**src/rtl/oled_spi_driver_pkg.sv**
```systemverilog
// Shared state encodings, command ROMs and frame constants for the SSD1306 SPI driver.
package oled_spi_driver_pkg;

  localparam int unsigned INIT_LEN    = 25;
  localparam int unsigned ADDR_LEN    = 6;
  localparam int unsigned FRAME_BYTES = 1024;

  typedef enum logic [2:0] {
    PANEL_RST = 3'd0,
    INIT      = 3'd1,
    ADDR      = 3'd2,
    FETCH     = 3'd3,
    SHIFT     = 3'd4,
    NEXT      = 3'd5
  } drv_state_e;

  typedef enum logic [1:0] {
    TX_IDLE = 2'd0,
    TX_LOW  = 2'd1,
    TX_HIGH = 2'd2,
    TX_TAIL = 2'd3
  } tx_state_e;

  // SSD1306 power-up command sequence, sent once after panel reset.
  function automatic logic [7:0] init_rom(input logic [4:0] idx);
    logic [7:0] b;
    case (idx)
      5'd0:  b = 8'hAE;
      5'd1:  b = 8'hD5;
      5'd2:  b = 8'h80;
      5'd3:  b = 8'hA8;
      5'd4:  b = 8'h3F;
      5'd5:  b = 8'hD3;
      5'd6:  b = 8'h00;
      5'd7:  b = 8'h40;
      5'd8:  b = 8'h8D;
      5'd9:  b = 8'h14;
      5'd10: b = 8'h20;
      5'd11: b = 8'h00;
      5'd12: b = 8'hA1;
      5'd13: b = 8'hC8;
      5'd14: b = 8'hDA;
      5'd15: b = 8'h12;
      5'd16: b = 8'h81;
      5'd17: b = 8'hCF;
      5'd18: b = 8'hD9;
      5'd19: b = 8'hF1;
      5'd20: b = 8'hDB;
      5'd21: b = 8'h40;
      5'd22: b = 8'hA4;
      5'd23: b = 8'hA6;
      5'd24: b = 8'hAF;
      default: b = 8'h00;
    endcase
    return b;
  endfunction

  // Full-screen column/page address window, re-sent at the start of every frame.
  function automatic logic [7:0] addr_rom(input logic [2:0] idx);
    logic [7:0] b;
    case (idx)
      3'd0: b = 8'h21;
      3'd1: b = 8'h00;
      3'd2: b = 8'h7F;
      3'd3: b = 8'h22;
      3'd4: b = 8'h00;
      3'd5: b = 8'h07;
      default: b = 8'h00;
    endcase
    return b;
  endfunction

endpackage

```
**src/rtl/oled_spi_driver_spi_byte_tx.sv**
```systemverilog
// One-byte SPI mode-0 transmitter: SCLK divider, MSB-first shifter and CS/DC framing.
module spi_byte_tx
  import oled_spi_driver_pkg::*;
#(
  parameter int unsigned CLK_DIV = 4
) (
  input  logic       clk,
  input  logic       rst_n,
  input  logic       start_i,
  input  logic [7:0] byte_i,
  input  logic       dc_i,
  output logic       busy_o,
  output logic       done_o,
  output logic       sclk_o,
  output logic       mosi_o,
  output logic       cs_n_o,
  output logic       dc_o
);

  localparam int unsigned CNT_W = (CLK_DIV > 1) ? $clog2(CLK_DIV) : 1;
  localparam logic [CNT_W-1:0] CNT_LAST = CNT_W'(CLK_DIV - 1);
  // CS falls on the last low cycle of bit 7, i.e. one cycle before the first rising edge.
  localparam logic [CNT_W-1:0] CS_AT = CNT_W'((CLK_DIV > 1) ? (CLK_DIV - 2) : 0);
  localparam bit CS_AT_LOAD = (CLK_DIV == 1);

  tx_state_e        state_q, state_d;
  logic [CNT_W-1:0] cnt_q, cnt_d;
  logic [2:0]       bit_q, bit_d;
  logic [7:0]       shreg_q, shreg_d;
  logic             sclk_q, sclk_d;
  logic             mosi_q, mosi_d;
  logic             cs_n_q, cs_n_d;
  logic             dc_q, dc_d;
  logic             busy_q, busy_d;
  logic             done_q, done_d;

  // State and pin registers; reset parks the bus idle.
  always_ff @(posedge clk or negedge rst_n) begin
    if (!rst_n) begin
      state_q <= TX_IDLE;
      cnt_q   <= '0;
      bit_q   <= '0;
      shreg_q <= '0;
      sclk_q  <= 1'b0;
      mosi_q  <= 1'b0;
      cs_n_q  <= 1'b1;
      dc_q    <= 1'b0;
      busy_q  <= 1'b0;
      done_q  <= 1'b0;
    end else begin
      state_q <= state_d;
      cnt_q   <= cnt_d;
      bit_q   <= bit_d;
      shreg_q <= shreg_d;
      sclk_q  <= sclk_d;
      mosi_q  <= mosi_d;
      cs_n_q  <= cs_n_d;
      dc_q    <= dc_d;
      busy_q  <= busy_d;
      done_q  <= done_d;
    end
  end

  // Bit sequencing: MOSI updates on load and on SCLK falling edges only.
  always_comb begin
    state_d = state_q;
    cnt_d   = cnt_q;
    bit_d   = bit_q;
    shreg_d = shreg_q;
    sclk_d  = sclk_q;
    mosi_d  = mosi_q;
    cs_n_d  = cs_n_q;
    dc_d    = dc_q;
    busy_d  = busy_q;
    done_d  = 1'b0;
    unique case (state_q)
      TX_IDLE: begin
        if (start_i) begin
          state_d = TX_LOW;
          cnt_d   = '0;
          bit_d   = 3'd7;
          shreg_d = byte_i;
          mosi_d  = byte_i[7];
          dc_d    = dc_i;
          busy_d  = 1'b1;
          if (CS_AT_LOAD) cs_n_d = 1'b0;
        end
      end
      TX_LOW: begin
        if (!CS_AT_LOAD && (bit_q == 3'd7) && (cnt_q == CS_AT)) cs_n_d = 1'b0;
        if (cnt_q == CNT_LAST) begin
          sclk_d  = 1'b1;
          cnt_d   = '0;
          state_d = TX_HIGH;
        end else begin
          cnt_d = cnt_q + CNT_W'(1);
        end
      end
      TX_HIGH: begin
        if (cnt_q == CNT_LAST) begin
          sclk_d = 1'b0;
          cnt_d  = '0;
          if (bit_q == 3'd0) begin
            state_d = TX_TAIL;
          end else begin
            bit_d   = bit_q - 3'd1;
            shreg_d = {shreg_q[6:0], 1'b0};
            mosi_d  = shreg_q[6];
            state_d = TX_LOW;
          end
        end else begin
          cnt_d = cnt_q + CNT_W'(1);
        end
      end
      TX_TAIL: begin
        cs_n_d  = 1'b1;
        busy_d  = 1'b0;
        done_d  = 1'b1;
        state_d = TX_IDLE;
      end
      default: state_d = TX_IDLE;
    endcase
  end

  assign busy_o = busy_q;
  assign done_o = done_q;
  assign sclk_o = sclk_q;
  assign mosi_o = mosi_q;
  assign cs_n_o = cs_n_q;
  assign dc_o   = dc_q;

endmodule

```
**src/rtl/oled_spi_driver.sv**
```systemverilog
// SSD1306 frame streamer: panel reset, init ROM, then endless address window + 1024 pixel bytes.
module oled_spi_driver
  import oled_spi_driver_pkg::*;
#(
  parameter int unsigned CLK_DIV    = 4,
  parameter int unsigned RST_CYCLES = 1000
) (
  input  logic       clk,
  input  logic       rst_n,
  output logic [9:0] byte_counter,
  input  logic [7:0] data_to_send,
  output logic       spi_sclk,
  output logic       spi_mosi,
  output logic       spi_cs_n,
  output logic       oled_dc,
  output logic       oled_rst_n,
  output logic       frame_done
);

  localparam int unsigned RST_CNT_W = $clog2(2 * RST_CYCLES + 1);
  localparam logic [RST_CNT_W-1:0] RST_HI_AT = RST_CNT_W'(RST_CYCLES);
  // INIT is entered early enough that the first CS fall lands RST_CYCLES after panel reset release.
  localparam logic [RST_CNT_W-1:0] INIT_AT =
    RST_CNT_W'((RST_CYCLES > CLK_DIV) ? (2 * RST_CYCLES - CLK_DIV) : RST_CYCLES);
  localparam logic [4:0] INIT_LAST  = 5'(INIT_LEN - 1);
  localparam logic [4:0] ADDR_LAST  = 5'(ADDR_LEN - 1);
  localparam logic [9:0] FRAME_LAST = 10'(FRAME_BYTES - 1);

  drv_state_e           state_q, state_d;
  logic [RST_CNT_W-1:0] rst_cnt_q, rst_cnt_d;
  logic [4:0]           idx_q, idx_d;
  logic [9:0]           byte_counter_q, byte_counter_d;
  logic                 fetch_q, fetch_d;
  logic                 wait_q, wait_d;
  logic                 oled_rst_n_q, oled_rst_n_d;
  logic                 frame_done_q, frame_done_d;

  logic                 start_c;
  logic [7:0]           tx_byte_c;
  logic                 tx_dc_c;
  logic                 tx_busy;
  logic                 tx_done;

  // Sequencer registers.
  always_ff @(posedge clk or negedge rst_n) begin
    if (!rst_n) begin
      state_q        <= PANEL_RST;
      rst_cnt_q      <= '0;
      idx_q          <= '0;
      byte_counter_q <= '0;
      fetch_q        <= 1'b0;
      wait_q         <= 1'b0;
      oled_rst_n_q   <= 1'b0;
      frame_done_q   <= 1'b0;
    end else begin
      state_q        <= state_d;
      rst_cnt_q      <= rst_cnt_d;
      idx_q          <= idx_d;
      byte_counter_q <= byte_counter_d;
      fetch_q        <= fetch_d;
      wait_q         <= wait_d;
      oled_rst_n_q   <= oled_rst_n_d;
      frame_done_q   <= frame_done_d;
    end
  end

  // Next-state logic; each command byte is launched once and then awaited via tx_done.
  always_comb begin
    state_d        = state_q;
    rst_cnt_d      = rst_cnt_q;
    idx_d          = idx_q;
    byte_counter_d = byte_counter_q;
    fetch_d        = fetch_q;
    wait_d         = wait_q;
    oled_rst_n_d   = oled_rst_n_q;
    frame_done_d   = 1'b0;
    start_c        = 1'b0;
    tx_byte_c      = 8'h00;
    tx_dc_c        = 1'b0;
    unique case (state_q)
      PANEL_RST: begin
        rst_cnt_d = rst_cnt_q + RST_CNT_W'(1);
        if (rst_cnt_q == RST_HI_AT) oled_rst_n_d = 1'b1;
        if (rst_cnt_q == INIT_AT) begin
          oled_rst_n_d = 1'b1;
          rst_cnt_d    = '0;
          idx_d        = '0;
          wait_d       = 1'b0;
          state_d      = INIT;
        end
      end
      INIT: begin
        tx_byte_c = init_rom(idx_q);
        if (!wait_q) begin
          if (!tx_busy) begin
            start_c = 1'b1;
            wait_d  = 1'b1;
          end
        end else if (tx_done) begin
          wait_d = 1'b0;
          if (idx_q == INIT_LAST) begin
            idx_d   = '0;
            state_d = ADDR;
          end else begin
            idx_d = idx_q + 5'd1;
          end
        end
      end
      ADDR: begin
        tx_byte_c = addr_rom(idx_q[2:0]);
        if (!wait_q) begin
          if (!tx_busy) begin
            start_c = 1'b1;
            wait_d  = 1'b1;
          end
        end else if (tx_done) begin
          wait_d = 1'b0;
          if (idx_q == ADDR_LAST) begin
            idx_d          = '0;
            byte_counter_d = '0;
            fetch_d        = 1'b0;
            state_d        = FETCH;
          end else begin
            idx_d = idx_q + 5'd1;
          end
        end
      end
      FETCH: begin
        // Second cycle: the controller's registered byte is valid and goes straight into the shifter.
        if (!fetch_q) begin
          fetch_d = 1'b1;
        end else if (!tx_busy) begin
          tx_byte_c = data_to_send;
          tx_dc_c   = 1'b1;
          start_c   = 1'b1;
          fetch_d   = 1'b0;
          state_d   = SHIFT;
        end
      end
      SHIFT: begin
        if (tx_done) state_d = NEXT;
      end
      NEXT: begin
        if (byte_counter_q == FRAME_LAST) begin
          frame_done_d   = 1'b1;
          byte_counter_d = '0;
          idx_d          = '0;
          wait_d         = 1'b0;
          state_d        = ADDR;
        end else begin
          byte_counter_d = byte_counter_q + 10'd1;
          fetch_d        = 1'b0;
          state_d        = FETCH;
        end
      end
      default: state_d = PANEL_RST;
    endcase
  end

  spi_byte_tx #(
    .CLK_DIV (CLK_DIV)
  ) u_tx (
    .clk     (clk),
    .rst_n   (rst_n),
    .start_i (start_c),
    .byte_i  (tx_byte_c),
    .dc_i    (tx_dc_c),
    .busy_o  (tx_busy),
    .done_o  (tx_done),
    .sclk_o  (spi_sclk),
    .mosi_o  (spi_mosi),
    .cs_n_o  (spi_cs_n),
    .dc_o    (oled_dc)
  );

  assign byte_counter = byte_counter_q;
  assign oled_rst_n   = oled_rst_n_q;
  assign frame_done   = frame_done_q;

endmodule

```
**config.mk**
```make
export PLATFORM = sky130hd
export DESIGN_NAME = oled_spi_driver
export DESIGN_NICKNAME = d
export VERILOG_FILES = /design/src/rtl/oled_spi_driver_pkg.sv /design/src/rtl/oled_spi_driver_spi_byte_tx.sv /design/src/rtl/oled_spi_driver.sv
export SDC_FILE = /design/constraint.sdc
export NUM_CORES = 1
export LEC_CHECK = 0
export ABC_CLOCK_PERIOD_IN_PS = 3200
export CAP_MARGIN = 20
export CORE_UTILIZATION = 40
export CTS_CLUSTER_SIZE = 16
export DETAILED_ROUTE_END_ITERATION = 6
export GPL_TIMING_DRIVEN = 0
export HOLD_SLACK_MARGIN = 0.12
export PLACE_DENSITY_LB_ADDON = 0.12
export SLEW_MARGIN = 10
export SYNTH_ARGS = -nofsm -noshare
export SYNTH_HDL_FRONTEND = slang
export SYNTH_SLANG_ARGS = --single-unit
```
**constraint.sdc**
```tcl
create_clock -name clk -period 3.2 [get_ports clk]
set_input_delay 0.64 -clock clk [delete_from_list [all_inputs] [get_ports clk]]
set_output_delay 0.64 -clock clk [all_outputs]
set_load 0.005 [all_outputs]
```
[Word level (Yosys, flattened, before mapping)]
Memories as Yosys holds them, arrays and structs flattened.
Cells that the tools add are included.
Storage, ports and cells
  register bits: 53
  word-level logic and storage cells: 170
  memories kept: 1
  input port bits: 10
  output and inout port bits: 16
  bits in read-only memories: 256
Memory list
  (no name shown): words 32, width 8, rd ports 1, clocked after Yosys merged registers in 0, wr ports 0, RTL line oled_spi_driver_pkg.sv:27  | case (idx)
Cells by class
  muxes and demuxes: 80
  reduce and logical (&&, ||, !) cells: 30
  eq/ne operators: 36
  $add $sub $neg: 5
Operator list (count)
  two-way mux 10 bit: 4
  two-way mux 5 bit: 8
  two-way mux 3 bit: 13
  one-hot mux 7 bit (4 select lines): 1
  two-way mux 1 bit: 27
  one-hot mux 8 bit (3 select lines): 1
  != test 2 bit, second input constant: 11
  two-way mux 7 bit: 3
  one-hot mux 10 bit (2 select lines): 1
  one-hot mux 5 bit (4 select lines): 1
  one-hot mux 3 bit (6 select lines): 1
  two-way mux 8 bit: 2
  one-hot mux 7 bit (2 select lines): 1
  nonzero test 2 bit: 7
  equality test 3 x 2 -> 1 bit, second input constant: 4
  equality test 3 bit, second input constant: 4
  two-way mux 2 bit: 6
  != test 2 x 1 -> 1 bit, second input constant: 6
  adder 11 x 1 -> 11 bit, second input constant: 1
  equality test 11 x 10 -> 1 bit, second input constant: 1
  equality test 11 bit, second input constant: 1
  two-way mux 11 bit: 1
  adder 10 x 1 -> 10 bit, second input constant: 1
  equality test 10 bit, second input constant: 1
  other kinds (25): 44

[Depth between registers and ports, before layout]
  word-level depth: 5
  gate-level depth with buffers: 9
  mapped depth without buffers: 7

[Cells and area by module]
Synthesis repeated with hierarchy kept, for this count alone.
Second synthesis, totals
  cell total of the unflattened synthesis: 405
  area, all modules: 3762.4 µm²
By module, submodules not included
  oled_spi_driver: cells each 313, seq. area each 825.8 µm², times used 1, area each 2605.0 µm²
  spi_byte_tx: cells each 92, seq. area each 501.7 µm², times used 1, area each 1157.4 µm²

[Worst setup path before layout]
OpenSTA, ideal clock, no wires.
  path kind: register to register
  from: register idx_q[1]
  to: register state_q[0]
  data arrival time: 2113 ps
  buffers on the path: 1
  cell stages (with the launch flop): 9
  clock period less this slack: 2260 ps
  library setup time: 147 ps
  data required time: 3053 ps
  path slack: 940 ps
  cells stage by stage: dfrtp_1 -> clkbuf_1 -> inv_1 -> ha_1 -> and4bb_2 -> a2bb2oi_1 -> o311ai_0 -> o31ai_1 -> o31ai_1
Between the ends
  word-level cells in the longest chain between the ends: 3
  elaborated cells between the ends (all ways): 5
  those cells by class: 4 x eq/ne; 1 x reduce/logical
Ends and longest elaborated chain
  from (decl): RTL line oled_spi_driver.sv:31  | logic [4:0] idx_q, idx_d;
  from (signal assigned): RTL line oled_spi_driver.sv:58  | idx_q <= idx_d;
  equality test 5 x 3 -> 1 bit or equality test 5 bit (tied branches): RTL line oled_spi_driver.sv:118, oled_spi_driver.sv:101
  != test 2 bit (no line)
  AND reduction 10 bit (no line) (*)
  to (signal assigned): RTL line oled_spi_driver.sv:56  | state_q <= state_d;
  to (decl): RTL line oled_spi_driver.sv:29  | drv_state_e state_q, state_d;
Mark *: on every way between the ends. The rest lies on a longest branch, timed or not.
A chain may end at the register's enable or synchronous reset.

[Worst setup path after layout]
Same ends and word-level chain as after synthesis.

==> summary.txt <==
Global routing
  • Sum of overflow across all layers after global routing: 0
  • Global-route wire length before repair: 14500 microns
  • Vias in the first global route: 2988
  • Maximum number of pins on one net before global-route repair: 25
  • Number of antenna violations at the first check in global routing: 0
  • Total GRT Usage: 20.6%

CTS
  • CTS H-Tree Depth: 2
  • Clock sink total: 53
  • Hold buffers post-CTS: 0
  • Post-CTS setup buffers: 0
  • Clock Root Buffer: clkbuf_8
  • CTS buffer count: 5
  • CTS tree: yes
  • Count of cells resized by post-cts repair: 0
  • Clock slew at reported path FFs: 100 ps
  • Clock insertion delay at the later pin of the skew report: 310 ps
  • Worst-case clock buffer depth: 2

STA
  • Hold Vio Cnt, Final: 0
  • Setup repair after global routing missed its margin: false
  • Fin crit period: 2810 ps
  • Final worst-path cycle share: 87.9%
  • Setup TNS Final: 0 ps
  • Slew at the pin with the worst max-slew slack: 838 ps
  • Slew Viols, Final: 0
  • Worst relative slew slack: 43.7%
  • Count of endpoints failing setup in the final report: 0
  • Max Clock Freq: 0.356 GHz
  • Final worst clock skew: 8.32 ps

Layout
  • Utilization after layout: 48.1%
  • Nets: 470
  • Layout Area Growth over Synthesis: 15.0%
  • Final std cell area, no fill: 4000 sq um
  • Count of non-filler cells in the finished layout: 547
  • Share of final-layout standard cells stronger than drive strength 1: 5.20%
  • Diodes inserted: 0

Critical path
  • CP Launch Type: register
  • Endpoint kind of the worst setup timing path: register
  • Series of cell instances along the critical path: clkbuf_1, inv_1, ha_1, and4bb_2, a2bb2oi_1, o311ai_0, o31ai_1, o31ai_1
  • Largest stage delay on the critical path: 420 ps
  • CP Buf/Inv Count: 2
  • Slowest cell on the critical path: dfrtp_1
  • Worst setup path category: register to register
  • Worst EP arrival: 2980 ps
  • Top cell by count, worst path: o31ai_1
  • Worst-path fanout max: 8
  • Crit-path leading delay family: compound AO/OA/AOI/OAI gates
  • Worst path required time: 3370 ps

Yosys
  • Number of flops mapped to enable cells by yosys: 0
  • Most numerous cell in the Yosys netlist: dfrtp_1
  • Synth top cells by count: dfrtp_1 (52), nand2_1 (39), o21ai_0 (36), nor2_1 (34), a21oi_1 (20)
  • Total nets after synthesis: 434
  • Cell types occupying the most area after synthesis: dfrtp_1 (37%), ha_1 (6.8%), o21ai_0 (5.2%)
  • Post-synth ARST share: 100%
  • Mapped cell area: 3470 sq um
  • Proportion of synthesized chip area in sequential cells: 38.2%
  • Count of synthesis-stage warnings from yosys: 0
  • Count of cell types in the netlist: 56
  • Mean cell area of the mapped netlist: 8.58 sq um
  • Top flip-flop cell by instance count after synthesis: dfrtp_1
  • Cells after synthesis: 405
  • Fraction of post-synthesis cell area in the top cell type by area: 37.5%
  • FF+latch count, synth: 53
  • Dominant cell type by area after synthesis: dfrtp_1

Placement
  • GP Congestion: 0.893
  • Area after detailed placement: 3900 sq um
  • HPWL after DPL: 6350 microns
  • Placed cells: 537
  • Port bufs: 25

Routing
  • 1st-iter DRT viols: 294
  • DRC violation count after routing: 0
  • Routed wirelength normalized by instance count: 15.6 microns
  • First drt pass iteration count: 4
  • Post-route ant nets: 0
  • Vias/cell: 5.64
  • Via total after detailed routing: 3087
  • Total Wirelength: 8550 microns

Floorplan
  • Initial standard-cell utilization of the core: 41.9%
  • Die boundary height: 95.2 microns
  • DIE AREA: 9060 sq um
  • Count of pins on the block boundary: 26
  • Placeable Area: 8300 sq um
  • Chip width: 95.2 microns
  • Num rows: 33

Pwr
  • Static leakage: 1.67 nW
  • Power Density: 273 nW/um^2
  • Worst voltage drop across the vdd grid: 164 uV

Outcome
  • Result of the run: complete, no violations

Worst hold path
  • Class of the tightest hold or removal check: input port to asynchronous set/reset pin

Run
  • Max-cap check violation count: 0
==> metal layers <==
| metal | vias to the layer above | global-route usage (%) | share of wire [%] |
|---|---|---|---|
| li1 | 1538 | - | - |
| met1 | 1478 | 30.7 | 50 |
| met2 | 65 | 31.1 | 44 |
| met3 | 6 | 2.39 | 4.1 |
| met4 | 0 | 5.81 | 1.2 |
| met5 | - | 0 | 0 |
==> power breakdown <==
| part | total, W | switching [W] | internal (W) | leakage [nW] |
|---|---|---|---|---|
| logic | 0.0000308 | 0.0000159 | 0.0000149 | 0.937 |
| clock network | 0.000391 | 0.000235 | 0.000157 | 0.0456 |
| registers | 0.000669 | 0 | 0.000669 | 0.686 |
| total | 0.00109 | 0.000250 | 0.000841 | 1.67 |
==> registers in the layout, indices dropped and copies added, names as in the netlist, 2 cells and up <==
name          flops
u_tx.bit_q        3
u_tx.cnt_q        2
byte_counter     10
u_tx.shreg_q      7
state_q           3
u_tx.state_q      2
idx_q             5
rst_cnt_q        11
==> final cells by class <==
cell class                 instances  area [sq um]
sequential                        53          1330
clock inverter                     2          13.8
tap                              105           131
inverter                          18          67.6
clock buffer                       6          72.6
multi-input combinational        313          1990
timing repair buffer              29           303
fill                             822          4300
buffer                            21          85.1
==> logic make-up after synthesis <==
group	Yosys count	share of synthesized area (%)
adder cells (fa/ha/maj)	19	6.84
multiplexers	5	1.48
buffers and inverters	39	4.39
XOR/XNOR	13	3.28
AO/OA/AOI/OAI	124	23.4
flip-flops	53	38.2
AND/OR/NAND/NOR	152	22.4
==> metrics by stage <==
stage	worst slack [ps]	power [W]	hold WS [ps]
after floorplan	940	0.000683	344
after global placement	-248	0.000708	462
after detailed placement	444	0.000715	461
after CTS	418	0.00111	200
after global routing	162	0.00114	207
final	388	0.00109	201
==> worst paths after layout <==
path,startpoint,to,slack (ps),cells past startpoint
max,idx_q[1],state_q[0],390,8
min reg2reg,oled_rst_n,oled_rst_n,480,1
max in group asynchronous,rst_n,byte_counter[3],2390,3
max reg2reg,idx_q[1],state_q[0],390,8
min,rst_n,rst_cnt_q[3],200,1
min in group clk,oled_rst_n,oled_rst_n,480,1
==> cell usage in the layout, fill, tap and decap left out, types with 4 or more instances in the layout <==
| cell type | count |
|---|---|
| dfrtp_1 | 52 |
| nand2_1 | 39 |
| o21ai_0 | 36 |
| nor2_1 | 34 |
| clkdlybuf4s50_1 | 24 |
| a21oi_1 | 20 |
| ha_1 | 19 |
| inv_1 | 18 |
| clkbuf_1 | 15 |
| nand3_1 | 15 |
| o211ai_1 | 9 |
| nand4_1 | 8 |
| nand2b_1 | 8 |
| nor3_1 | 8 |
| a31oi_1 | 8 |
| o31ai_1 | 8 |
| and3_1 | 7 |
| xnor2_1 | 7 |
| a21o_1 | 6 |
| and2_1 | 6 |
| a221oi_1 | 6 |
| xor2_1 | 6 |
| buf_2 | 5 |
| nor2b_1 | 5 |
| clkbuf_8 | 5 |
| buf_1 | 4 |
| and3b_1 | 4 |
| o2bb2ai_1 | 4 |
| mux2i_1 | 4 |
| a22o_1 | 4 |
Power figures use the tool's default switching activity.
